===== src/rtl/fsm_ab_stim_driver.sv =====
// Stimulus driver for the a/b inputs of the multi-segment example FSM.
// Replays (a, b, hold-length) steps gap-free and counts busy cycles with y0/y1 high.
module fsm_ab_stim_driver #(
  parameter int LW = 8,
  parameter int CW = 16
) (
  input  logic          clk,
  input  logic          reset,
  input  logic          step_valid,
  output logic          step_ready,
  input  logic          step_a,
  input  logic          step_b,
  input  logic [LW-1:0] step_len,
  output logic          a,
  output logic          b,
  input  logic          y0,
  input  logic          y1,
  output logic          busy,
  input  logic          cnt_clr,
  output logic [CW-1:0] y0_cnt,
  output logic [CW-1:0] y1_cnt
);

  typedef enum logic {IDLE, DRIVE} state_t;

  localparam logic [CW-1:0] CNT_MAX = '1;

  state_t        state;
  logic [LW-1:0] rem;
  logic          take;
  logic          last_cycle;

  // A step can be taken during the final DRIVE cycle so consecutive steps abut.
  assign last_cycle = (state == DRIVE) && (rem == LW'(1));
  assign step_ready = !reset && ((state == IDLE) || last_cycle);
  assign take       = step_valid && step_ready;

  // NOTE: all state uses non-blocking assignments so every flop samples pre-edge values.
  always_ff @(posedge clk) begin
    if (reset) begin
      state <= IDLE;
      a     <= 1'b0;
      b     <= 1'b0;
      rem   <= '0;
      busy  <= 1'b0;
    end else if (take) begin
      if (step_len != '0) begin
        a     <= step_a;
        b     <= step_b;
        rem   <= step_len;
        state <= DRIVE;
        busy  <= 1'b1;
      end else begin
        rem   <= '0;
        state <= IDLE;
        busy  <= 1'b0;
      end
    end else if (state == DRIVE) begin
      rem <= rem - LW'(1);
      if (last_cycle) begin
        state <= IDLE;
        busy  <= 1'b0;
      end
    end
  end

  // Counters sample y0/y1 only while a step is on the wire, saturating at all-ones.
  always_ff @(posedge clk) begin
    if (reset || cnt_clr) begin
      y0_cnt <= '0;
      y1_cnt <= '0;
    end else if (busy) begin
      if (y0 && (y0_cnt != CNT_MAX)) y0_cnt <= y0_cnt + CW'(1);
      if (y1 && (y1_cnt != CNT_MAX)) y1_cnt <= y1_cnt + CW'(1);
    end
  end

endmodule

===== config.mk =====
export PLATFORM = sky130hd
export DESIGN_NAME = fsm_ab_stim_driver
export DESIGN_NICKNAME = d
export VERILOG_FILES = /design/src/rtl/fsm_ab_stim_driver.sv
export SDC_FILE = /design/constraint.sdc
export NUM_CORES = 1
export LEC_CHECK = 0
export ABC_AREA = 1
export CELL_PAD_IN_SITES_DETAIL_PLACEMENT = 1
export CELL_PAD_IN_SITES_GLOBAL_PLACEMENT = 1
export CORE_ASPECT_RATIO = 0.5
export CORE_UTILIZATION = 37
export CTS_CLUSTER_DIAMETER = 40
export DETAILED_ROUTE_END_ITERATION = 8
export GPL_TIMING_DRIVEN = 0
export HOLD_SLACK_MARGIN = 0.12
export PLACE_DENSITY_LB_ADDON = 0.2
export SLEW_MARGIN = 25
export SYNTH_ARGS = -nofsm -noshare
export SYNTH_HDL_FRONTEND = slang
export SYNTH_SLANG_ARGS = --single-unit

===== constraint.sdc =====
create_clock -name clk -period 1.9 [get_ports clk]
set_input_delay 0.38 -clock clk [delete_from_list [all_inputs] [get_ports clk]]
set_output_delay 0.38 -clock clk [all_outputs]
set_load 0.01 [all_outputs]

==> flow_summary.toml, run 1 <==
[timing]
finalWorstPathRequiredPeriod_ps = 1848
tightest_slew_ps = 733.9
final_count_of_hold_timing_violations = 0
final_worst_path_cycle_share_pct = 97.25
timing_max_transition_violations_final = 0
setup-violations-final = 0
finClkSkew_ps = 8.404
fin_ws_ps = 52.30
slew_headroom_pct = 51.08
tns_ps = 0
max_freq_mhz = 541.2

[worst_setup_path]
worst_setup_path_start_kind = "flip-flop"
critPathRequiredTime_ps = 1520
type_of_the_worst_setup_path = "flip-flop to output port"
cp.arrival_ps = 1470
crit_path_max_fanout = 4
crit_slowest_cell = "dfxtp_4"
crit_chain = "inv_2, ha_1, nand2_2, o21ai_4, inv_1, nor2_1, buf_2"
crit_path_max_cell_delay_ps = 360
worst_setup_path_end_kind = "output port"

[placement]
place_ws_ps = -223.8
detailed_place.area_sq_um = 3396
place.gp.congestion = 0.8431
post-dp-hpwl_microns = 6035
io_buffers = 50

[status]
outcome = "complete, no violations"

[grt]
maximum_number_of_pins_on_one_net_before_global_route_repair = 14
grt-ovfl-total = 0
grtUsageTotal_pct = 21.03
antenna_violations_before_repair = 0
grt_first_pass_wirelength_microns = 13420
via_count_of_the_first_global_routing_pass = 2955

[pwr]
net_switching_component_of_the_power_uw = 599.8
leakagePower_uw = 0.001396
cellPowerDensity_nw_per_um2 = 661.6
design_power_total_uw = 2397
cellInternalPower_uw = 1797
clock_power_share_pct = 44.2
combPwrFrac_pct = 14.9
power.switching_fraction_pct = 25.02
power.ir.vdd_worst_mv = 0.3293
share_seq_of_total_power_pct = 40.9

[layout]
post_route_cells_drive_above_1_share_pct = 16.31
filler_cell_count = 910
area_growth_syn_to_layout_pct = 30.33
utilization_pct = 52.04
layout_commonest_cell = "nand2_1"
final_nets = 491
mostFrequentLayoutCells = "nand2_1 (98), nor2_1 (51), clkdlybuf4s50_1 (49)"
finish.instance_area_sq_um = 3623
antenna_cells_inserted = 0

[clock_tree]
numClockSinks = 44
hold_buffers = 0
cts_root_buf = "clkbuf_16"
tritoncts = "yes"
cts_buffer_depth = 2
cts.reportedPaths.clkPinSlew_ps = 60
cts-htree-levels = 2
clock_latency_ps = 290
cts_buffers = 5

[floorplanning]
fp.coreArea_sq_um = 6963
chipWidth_microns = 124.6
die_height_microns = 63.30
std_cell_rows = 21
start_util_pct = 39.93
pin_count = 52
floorplan.die_area_sq_um = 7886

[detailed_routing]
vias = 2872
first_iter_violations = 122
route.antenna.remaining_nets = 0
vias_per_cell = 5.092
route.final.wire_length_microns = 7974
post_drt_wl_per_cell_microns = 14.14
post-route-drc-count = 0
drtPass1Iterations = 4

[yosys]
async_set_or_reset_register_ratio_after_synthesis_pct = 0
synth.cell_area_sq_um = 2780
synth.ff_latch_count = 44
synth_seq_area_share_pct = 31.68
syn_area_per_cell_sq_um = 6.781
postSynthCellCount = 410
synth_cell_types = 29
synth-warning-count = 0
synth_net_count = 430
synth-edff-count = 0
postSynth.topFlopCell = "dfxtp_1"

[worst_hold_path]
hp-class = "flip-flop to flip-flop"

[job]
maxCapViolCount = 0
==> Yosys cell counts, types with 7 or more instances <==
cell	count	area [sq um]
nand4_1	18	112.6
nand2_1	99	371.6
xnor2_1	8	70.07
a21oi_2	18	157.7
xor2_1	10	87.58
inv_1	47	176.4
inv_2	8	30.03
o21ai_0	7	35.03
dfxtp_1	44	880.8
nor3_1	8	40.04
nand3_1	42	210.2
nand2_2	10	62.56
nor2_1	54	202.7
==> power groups by stage <==
stage	sequential [uW]	combinational (uW)	clock (uW)
floorplan	992	218	0
global placement	994	311	0
detailed placement	996	329	0
CTS	977	343	1080
global route	983	394	1130
finish	980	357	1060
==> path summary, 6_finish.rpt <==
path	startpoint	endpoint	slack [ps]	depth (start not counted)
max	rem[1]	step_ready	50	7
min	y0_cnt[15]	y0_cnt[15]	510	2
max reg2reg	y0_cnt[1]	y0_cnt[5]	130	10
min reg2reg	y0_cnt[15]	y0_cnt[15]	510	2
==> kinds of logic after synthesis <==
logic type	synth area share [%]
xor gates and xnor gates	5.671
and+or+nand+nor	41.49
AOI/OAI and AO/OA	8.596
adders and majority gates	1.800
DFF	31.68
buffers and inverters	10.76
==> routing by layer <==
metal  track usage [%]  wire length, microns  share of wire, %  vias up
met2             41.30                  4117                52       44
li1                  -                     -                 -     1427
met5                 0                     0                 0        -
met3             4.418                   209               2.6       10
met1             22.90                  3570                45     1391
met4             5.723                    77              0.97        0
==> registers in the layout, indices dropped and copies added, names as in the netlist <==
signal,cells
a,1
b,1
busy,1
rem,8
state,1
y0_cnt,16
y1_cnt,16
==> critical path, delay by kind of cell (launching register included) <==
kind                       cells  cell delay [ps]
buffers and inverters          3              280
adders and majority gates      1              160
DFF                            1              360
and+or+nand+nor                2              200
AOI/OAI and AO/OA              1              190
==> final cells by class <==
cell class                      instances  area [sq um]  area share, %
Timing Repair Buffer                   55         533.0          14.71
Inverter                               55         206.4          5.698
Sequential cell                        44         887.1          24.48
Buffer                                 11         81.33          2.244
Tap cell                               92         115.1          3.177
Multi-Input combinational cell        299          1618          44.65
Clock inverter                          1         30.03         0.8287
Clock buffer                            7         152.6          4.213
==> per-stage QoR <==
step                hold WS (ps)  cells
floorplan                  449.1    410
global placement           486.2    552
detailed placement         497.5    552
CTS                        511.2    563
global route               549.0    564
finish                     506.6    564
==> timing repair <==
action,in CTS,in global routing
setup buffers,3,2
pin swaps,2,4
setup endpoints to repair,1,2
gates resized for setup,6,9
endpoints found under the hold margin,0,0
No activity file was read; power rests on OpenSTA's default activity.
==> run 2, diff against run 1 <==
--- a/config.mk
+++ b/config.mk
@@ -15,6 +15,7 @@
 export GPL_TIMING_DRIVEN = 0
 export HOLD_SLACK_MARGIN = 0.12
 export PLACE_DENSITY_LB_ADDON = 0.2
+export REMOVE_ABC_BUFFERS = 1
 export SLEW_MARGIN = 25
 export SYNTH_ARGS = -nofsm -noshare
 export SYNTH_HDL_FRONTEND = slang
==> run 2 against run 1 <==
- first-iteration DRC count is 25% lower
- flip-flop and latch count stayed put
- fmax is 2.4% higher
- clock skew is 2.2 ps lower
- utilization is 0.47 points lower
- sequential power is 0.4% higher
- sequential share of layout area is 0.12 points higher
- total power is 4.3% lower
- register-to-register slack better by 60 ps
- critical path depth stayed put
- clock power is 7% lower
- critical path type unchanged
- critical endpoint unchanged
==> flow_summary.toml, run 2 (same netlist as run 1, synthesis figures left out) <==
[layout]
area_growth_syn_to_layout_pct = 29.16
layout_commonest_cell = "nand2_1"
largestRegisters = "y0_cnt (16), y1_cnt (16), rem (8)"
finish.instance_area_sq_um = 3591
mostFrequentLayoutCells = "nand2_1 (99), nor2_1 (51), clkdlybuf4s50_1 (50)"
final_nets = 485
antenna_cells_inserted = 0
filler_cell_count = 888
post_route_cells_drive_above_1_share_pct = 15.88

[detailed_routing]
post-route-drc-count = 0
post_drt_wl_per_cell_microns = 13.81
vias_per_cell = 5.061
route.antenna.remaining_nets = 0
first_iter_violations = 92
drtPass1Iterations = 4
route.final.wire_length_microns = 7708
vias = 2824

[worst_setup_path]
worst_setup_path_end_kind = "output port"
cp.arrival_ps = 1420
timing.critical_path.mode_cell = "inv_1"
rr_worst_depth = 11
worst-path-buf-inv = 3
reg2reg_from = "y0_cnt[1]"
timing.rr.end = "y0_cnt[11]"
critPathRequiredTime_ps = 1520
worst_setup_path_start_kind = "flip-flop"
crit_slowest_cell = "dfxtp_1"
ff2ff_setup_slack_ps = 190
crit_path_max_fanout = 4
cp_top_family = "flip-flops"
type_of_the_worst_setup_path = "flip-flop to output port"
crit_path_max_cell_delay_ps = 340
crit_chain = "inv_1, ha_1, nand2_1, o21ai_4, inv_1, nor2_1, clkbuf_2"

[floorplanning]
chipWidth_microns = 124.6
start_util_pct = 39.93
floorplan.die_area_sq_um = 7886
pin_count = 52
fp.coreArea_sq_um = 6963
die_height_microns = 63.30
std_cell_rows = 21

[grt]
grtUsageTotal_pct = 20.49
antenna_violations_before_repair = 0
via_count_of_the_first_global_routing_pass = 2957
maximum_number_of_pins_on_one_net_before_global_route_repair = 20
grt-ovfl-total = 0
grt_first_pass_wirelength_microns = 13180

[clock_tree]
cts_root_buf = "clkbuf_16"
cts_buffer_depth = 2
clock_latency_ps = 290
numClockSinks = 44
tritoncts = "yes"
cts-htree-levels = 2
cts.reportedPaths.clkPinSlew_ps = 60
cts_buffers = 5

[timing]
finalWorstPathRequiredPeriod_ps = 1804
timing_max_transition_violations_final = 0
setup-violations-final = 0
final_count_of_hold_timing_violations = 0
final_worst_path_cycle_share_pct = 94.96
tightest_slew_ps = 505.7
slew_headroom_pct = 66.24
max_freq_mhz = 554.2
tns_ps = 0
finClkSkew_ps = 6.219

[pwr]
cellPowerDensity_nw_per_um2 = 639.2
leakagePower_uw = 0.001365
power.ir.vdd_worst_mv = 0.3183

[worst_hold_path]
hold-path-cell-count = 2
min_to = "y0_cnt[15]"
hp-class = "flip-flop to flip-flop"
min_from = "y0_cnt[15]"

[job]
maxCapViolCount = 0

[placement]
detailed_place.area_sq_um = 3313
place.gp.congestion = 0.8383
io_buffers = 51
post-dp-hpwl_microns = 5744

[status]
outcome = "complete, no violations"
## run 2: changes by cell type in the layout (fill, tap and decap cells not counted), sizes merged
cell	previous run	this run
clkinv	0	1
clkbuf	10	7
inv	55	54
buf	14	8
clkinvlp	0	2
clkdlybuf4s50	49	50
## run 2: per-layer routing
metal / track usage [%] / wire, microns / vias up
li1: - / - / 1420
met1: 22.59 / 3383 / 1358
met2: 40.19 / 4032 / 38
met3: 4.163 / 226 / 8
met4: 5.120 / 65 / 0
met5: 0 / 0 / -
## run 2: repair_timing
item                                    in CTS  in global routing
gates resized for setup                      8                  8
hold buffers                                 0                  0
hold endpoints to repair                     0                  0
pin swaps                                    2                  2
endpoints found under the setup margin      29                 19
gates cloned                                 1                  0
setup buffers                                1                  7
## run 2: metrics by stage
step	hold WS, ps	setup WS, ps	total power, uW	std cells	utilization, %
2_1_floorplan	449.1	249.6	1190	398	-
3_5_place_dp	508.1	-890.7	1306	541	47.58
3_3_place_gp	498.9	-919.1	1292	541	47.58
5_1_grt	545.7	-1.302	2413	558	51.57
4_1_cts	520.1	-23.06	2314	551	50.48
6_report	517.6	95.72	2295	558	51.57
## run 2: area by class of cell
cell class,count,area (sq um),share of cell area (%)
Clock buffer,6,128.9,3.589
Sequential cell,44,883.3,24.60
Multi-Input combinational cell,299,1645,45.82
Timing Repair inverter,1,7.507,0.2091
Timing Repair Buffer,59,565.5,15.75
Inverter,55,210.2,5.854
Tap cell,92,115.1,3.206
Clock inverter,2,35.03,0.9756
## run 2: tightest hold or removal path, delay by kind of cell, from the launching register on
| family | cells | cell delay [ps] |
|---|---|---|
| flip-flops | 1 | 350 |
| AND/OR/NAND/NOR | 1 | 80 |
| AO/OA/AOI/OAI | 1 | 40 |
## run 2: report_power, final
group          internal, uW  switching, uW
sequential              948           35.4
combinational           140            190
clock                   619            363
total                  1710            588
## run 2: how the worst max path moves through the flow
stage | start | slack [ps] | cells after the start | end
final | rem[1] | 100 | 7 | step_ready
after global routing | rem[1] | -1 | 7 | step_ready
after CTS | rem[1] | -20 | 7 | step_ready
after detailed placement | reset | -890 | 4 | y0_cnt[8]
after global placement | reset | -920 | 4 | y1_cnt[14]
after floorplan | y0_cnt[0] | 250 | 10 | y0_cnt[15]
==> run 3, diff against run 2 <==
--- a/config.mk
+++ b/config.mk
@@ -9,13 +9,14 @@
 export CELL_PAD_IN_SITES_DETAIL_PLACEMENT = 1
 export CELL_PAD_IN_SITES_GLOBAL_PLACEMENT = 1
 export CORE_ASPECT_RATIO = 0.5
-export CORE_UTILIZATION = 37
+export CORE_UTILIZATION = 30
 export CTS_CLUSTER_DIAMETER = 40
 export DETAILED_ROUTE_END_ITERATION = 8
 export GPL_TIMING_DRIVEN = 0
 export HOLD_SLACK_MARGIN = 0.12
 export PLACE_DENSITY_LB_ADDON = 0.2
 export REMOVE_ABC_BUFFERS = 1
+export SKIP_LAST_GASP = 1
 export SLEW_MARGIN = 25
 export SYNTH_ARGS = -nofsm -noshare
 export SYNTH_HDL_FRONTEND = slang
==> run 3 against run 2 <==
- critical endpoint is now y0_cnt[6]
- hold slack lost 5.1 ps
- the flow now finishes with violations (design-rule violations)
- highest routed layer unchanged
- sequential power is essentially flat
- setup slack gained 13 ps
- global-route usage shrank 3.9 points
- largest cell class unchanged
- flip-flop and latch count is the same
- non-clock buffer count grew 8
==> flow_summary.toml, run 3 (same netlist as run 1, synthesis figures left out) <==
[status]
outcome = "finished, violations left"
failed_checks = "design-rule violations"

[layout]
layout_commonest_cell = "nand2_1"
antenna_cells_inserted = 0
area_growth_syn_to_layout_pct = 32.58
largestRegisters = "y0_cnt (16), y1_cnt (16), rem (8)"
final_nets = 493
ff_latch_area_sq_um = 880.8
filler_cell_count = 1099
post_route_cells_drive_above_1_share_pct = 16.74
mostFrequentLayoutCells = "nand2_1 (99), nor2_1 (51), clkdlybuf4s50_1 (50)"
multiInputGateArea_sq_um = 1640

[grt]
grtUsageTotal_pct = 16.64
via_count_of_the_first_global_routing_pass = 2552
grt-ovfl-total = 0
grt_first_pass_wirelength_microns = 12730
antenna_violations_before_repair = 0
maximum_number_of_pins_on_one_net_before_global_route_repair = 20

[placement]
place.gp.congestion = 0.7921
io_buffers = 51
post-dp-hpwl_microns = 5464

[pwr]
share_seq_of_total_power_pct = 43.3
power.ir.vdd_worst_mv = 0.3413
clock_power_share_pct = 42.1
design_power_total_uw = 2271
combPwrFrac_pct = 14.6
leakagePower_uw = 0.001410
power.switching_fraction_pct = 25.02
cellPowerDensity_nw_per_um2 = 616.0
cellInternalPower_uw = 1702
net_switching_component_of_the_power_uw = 568.2

[clock_tree]
cts.reportedPaths.clkPinSlew_ps = 60
cts_buffer_depth = 2
cts_root_buf = "clkbuf_16"
cts-htree-levels = 2
cts_buffers = 5
clock_latency_ps = 290
tritoncts = "yes"
numClockSinks = 44

[timing]
timing_max_transition_violations_final = 0
finalWorstPathRequiredPeriod_ps = 1791
hold_slack_ps = 512.5
max_freq_mhz = 558.4
tightest_slew_ps = 523.6
final_worst_path_cycle_share_pct = 94.26
slew_headroom_pct = 65.05
finClkSkew_ps = 8.369
setup-violations-final = 0
final_count_of_hold_timing_violations = 0

[floorplanning]
floorplan.die_area_sq_um = 9679
fp.coreArea_sq_um = 8859
start_util_pct = 31.38
std_cell_rows = 24
die_height_microns = 70.07
pin_count = 52
chipWidth_microns = 138.1

[worst_setup_path]
crit_slowest_cell = "clkdlybuf4s50_1"
crit_chain = "clkdlybuf4s50_1"
worst_setup_path_start_kind = "flip-flop"
type_of_the_worst_setup_path = "flip-flop to output port"
crit_path_max_fanout = 7
worst-path-buf-inv = 1
cp_top_family = "buffers and inverters"
critPathRequiredTime_ps = 1520
cp.arrival_ps = 1410
worst_setup_path_end_kind = "output port"
crit_path_max_cell_delay_ps = 610

[detailed_routing]
route.final.wire_length_microns = 7554
vias = 2748
first_iter_violations = 124
route.antenna.remaining_nets = 0
post_drt_wl_per_cell_microns = 12.83
vias_per_cell = 4.666
post-route-drc-count = 9
drtPass1Iterations = 6

[worst_hold_path]
hp-class = "flip-flop to flip-flop"

[job]
maxCapViolCount = 0
-- run 3: power by group through the flow --
stage          Sequential, uW  Combinational (uW)  Clock (uW)
6_report                  984                 331         956
5_1_grt                   988                 374        1040
4_1_cts                   981                 315         996
3_5_place_dp             1000                 299           0
3_3_place_gp             1000                 298           0
2_1_floorplan             996                 195           0
-- run 3: final timing paths --
check             startpoint    endpoint  slack [ps]  depth (start not counted)
setup / recovery   y0_cnt[6]   y0_cnt[6]         110                          1
hold / removal    y0_cnt[13]  y0_cnt[13]         510                          2
setup reg to reg   y0_cnt[0]  y0_cnt[12]         140                         11
hold reg to reg   y0_cnt[13]  y0_cnt[13]         510                          2
-- run 3: cell type report --
cell class / count / area share (%)
well taps: 117 / 3.971
flip-flops and latches: 44 / 23.90
clock buffers: 5 / 3.394
multi-input cells: 299 / 44.50
repair buffers: 67 / 17.52
inverters: 55 / 5.703
repair inverters: 1 / 0.2037
clock inverters: 1 / 0.8147
-- run 3: what timing repair did --
item / in CTS / in global routing
setup endpoints to repair: 21 / 31
resized for setup: 6 / 5
gates cloned: 1 / 0
pin swaps: 1 / 2
buffers inserted: 1 / 15
hold buffers: 0 / 0
-- run 3: layer usage --
metal	wire length [microns]	GRT usage [%]	part of all wire [%]	vias up
li1	-	-	-	1431
met4	67	4.120	0.89	0
met1	4009	22.68	53	1288
met3	147	3.909	1.9	7
met2	3329	26.47	44	22
met5	0	0	0	-
-- run 3: stage by stage --
stage               setup TNS [ps]  area (sq um)  cells  utilization (%)  worst slack [ps]
floorplan                        0          2688    398                -             249.6
global placement            -27300          3344    566            37.75             -1137
detailed placement          -15160          3347    566            37.78            -688.5
CTS                         -308.1          3545    574            40.01            -308.1
global route               -0.7572          3686    589            41.61           -0.5911
finish                           0          3686    589            41.61             109.1
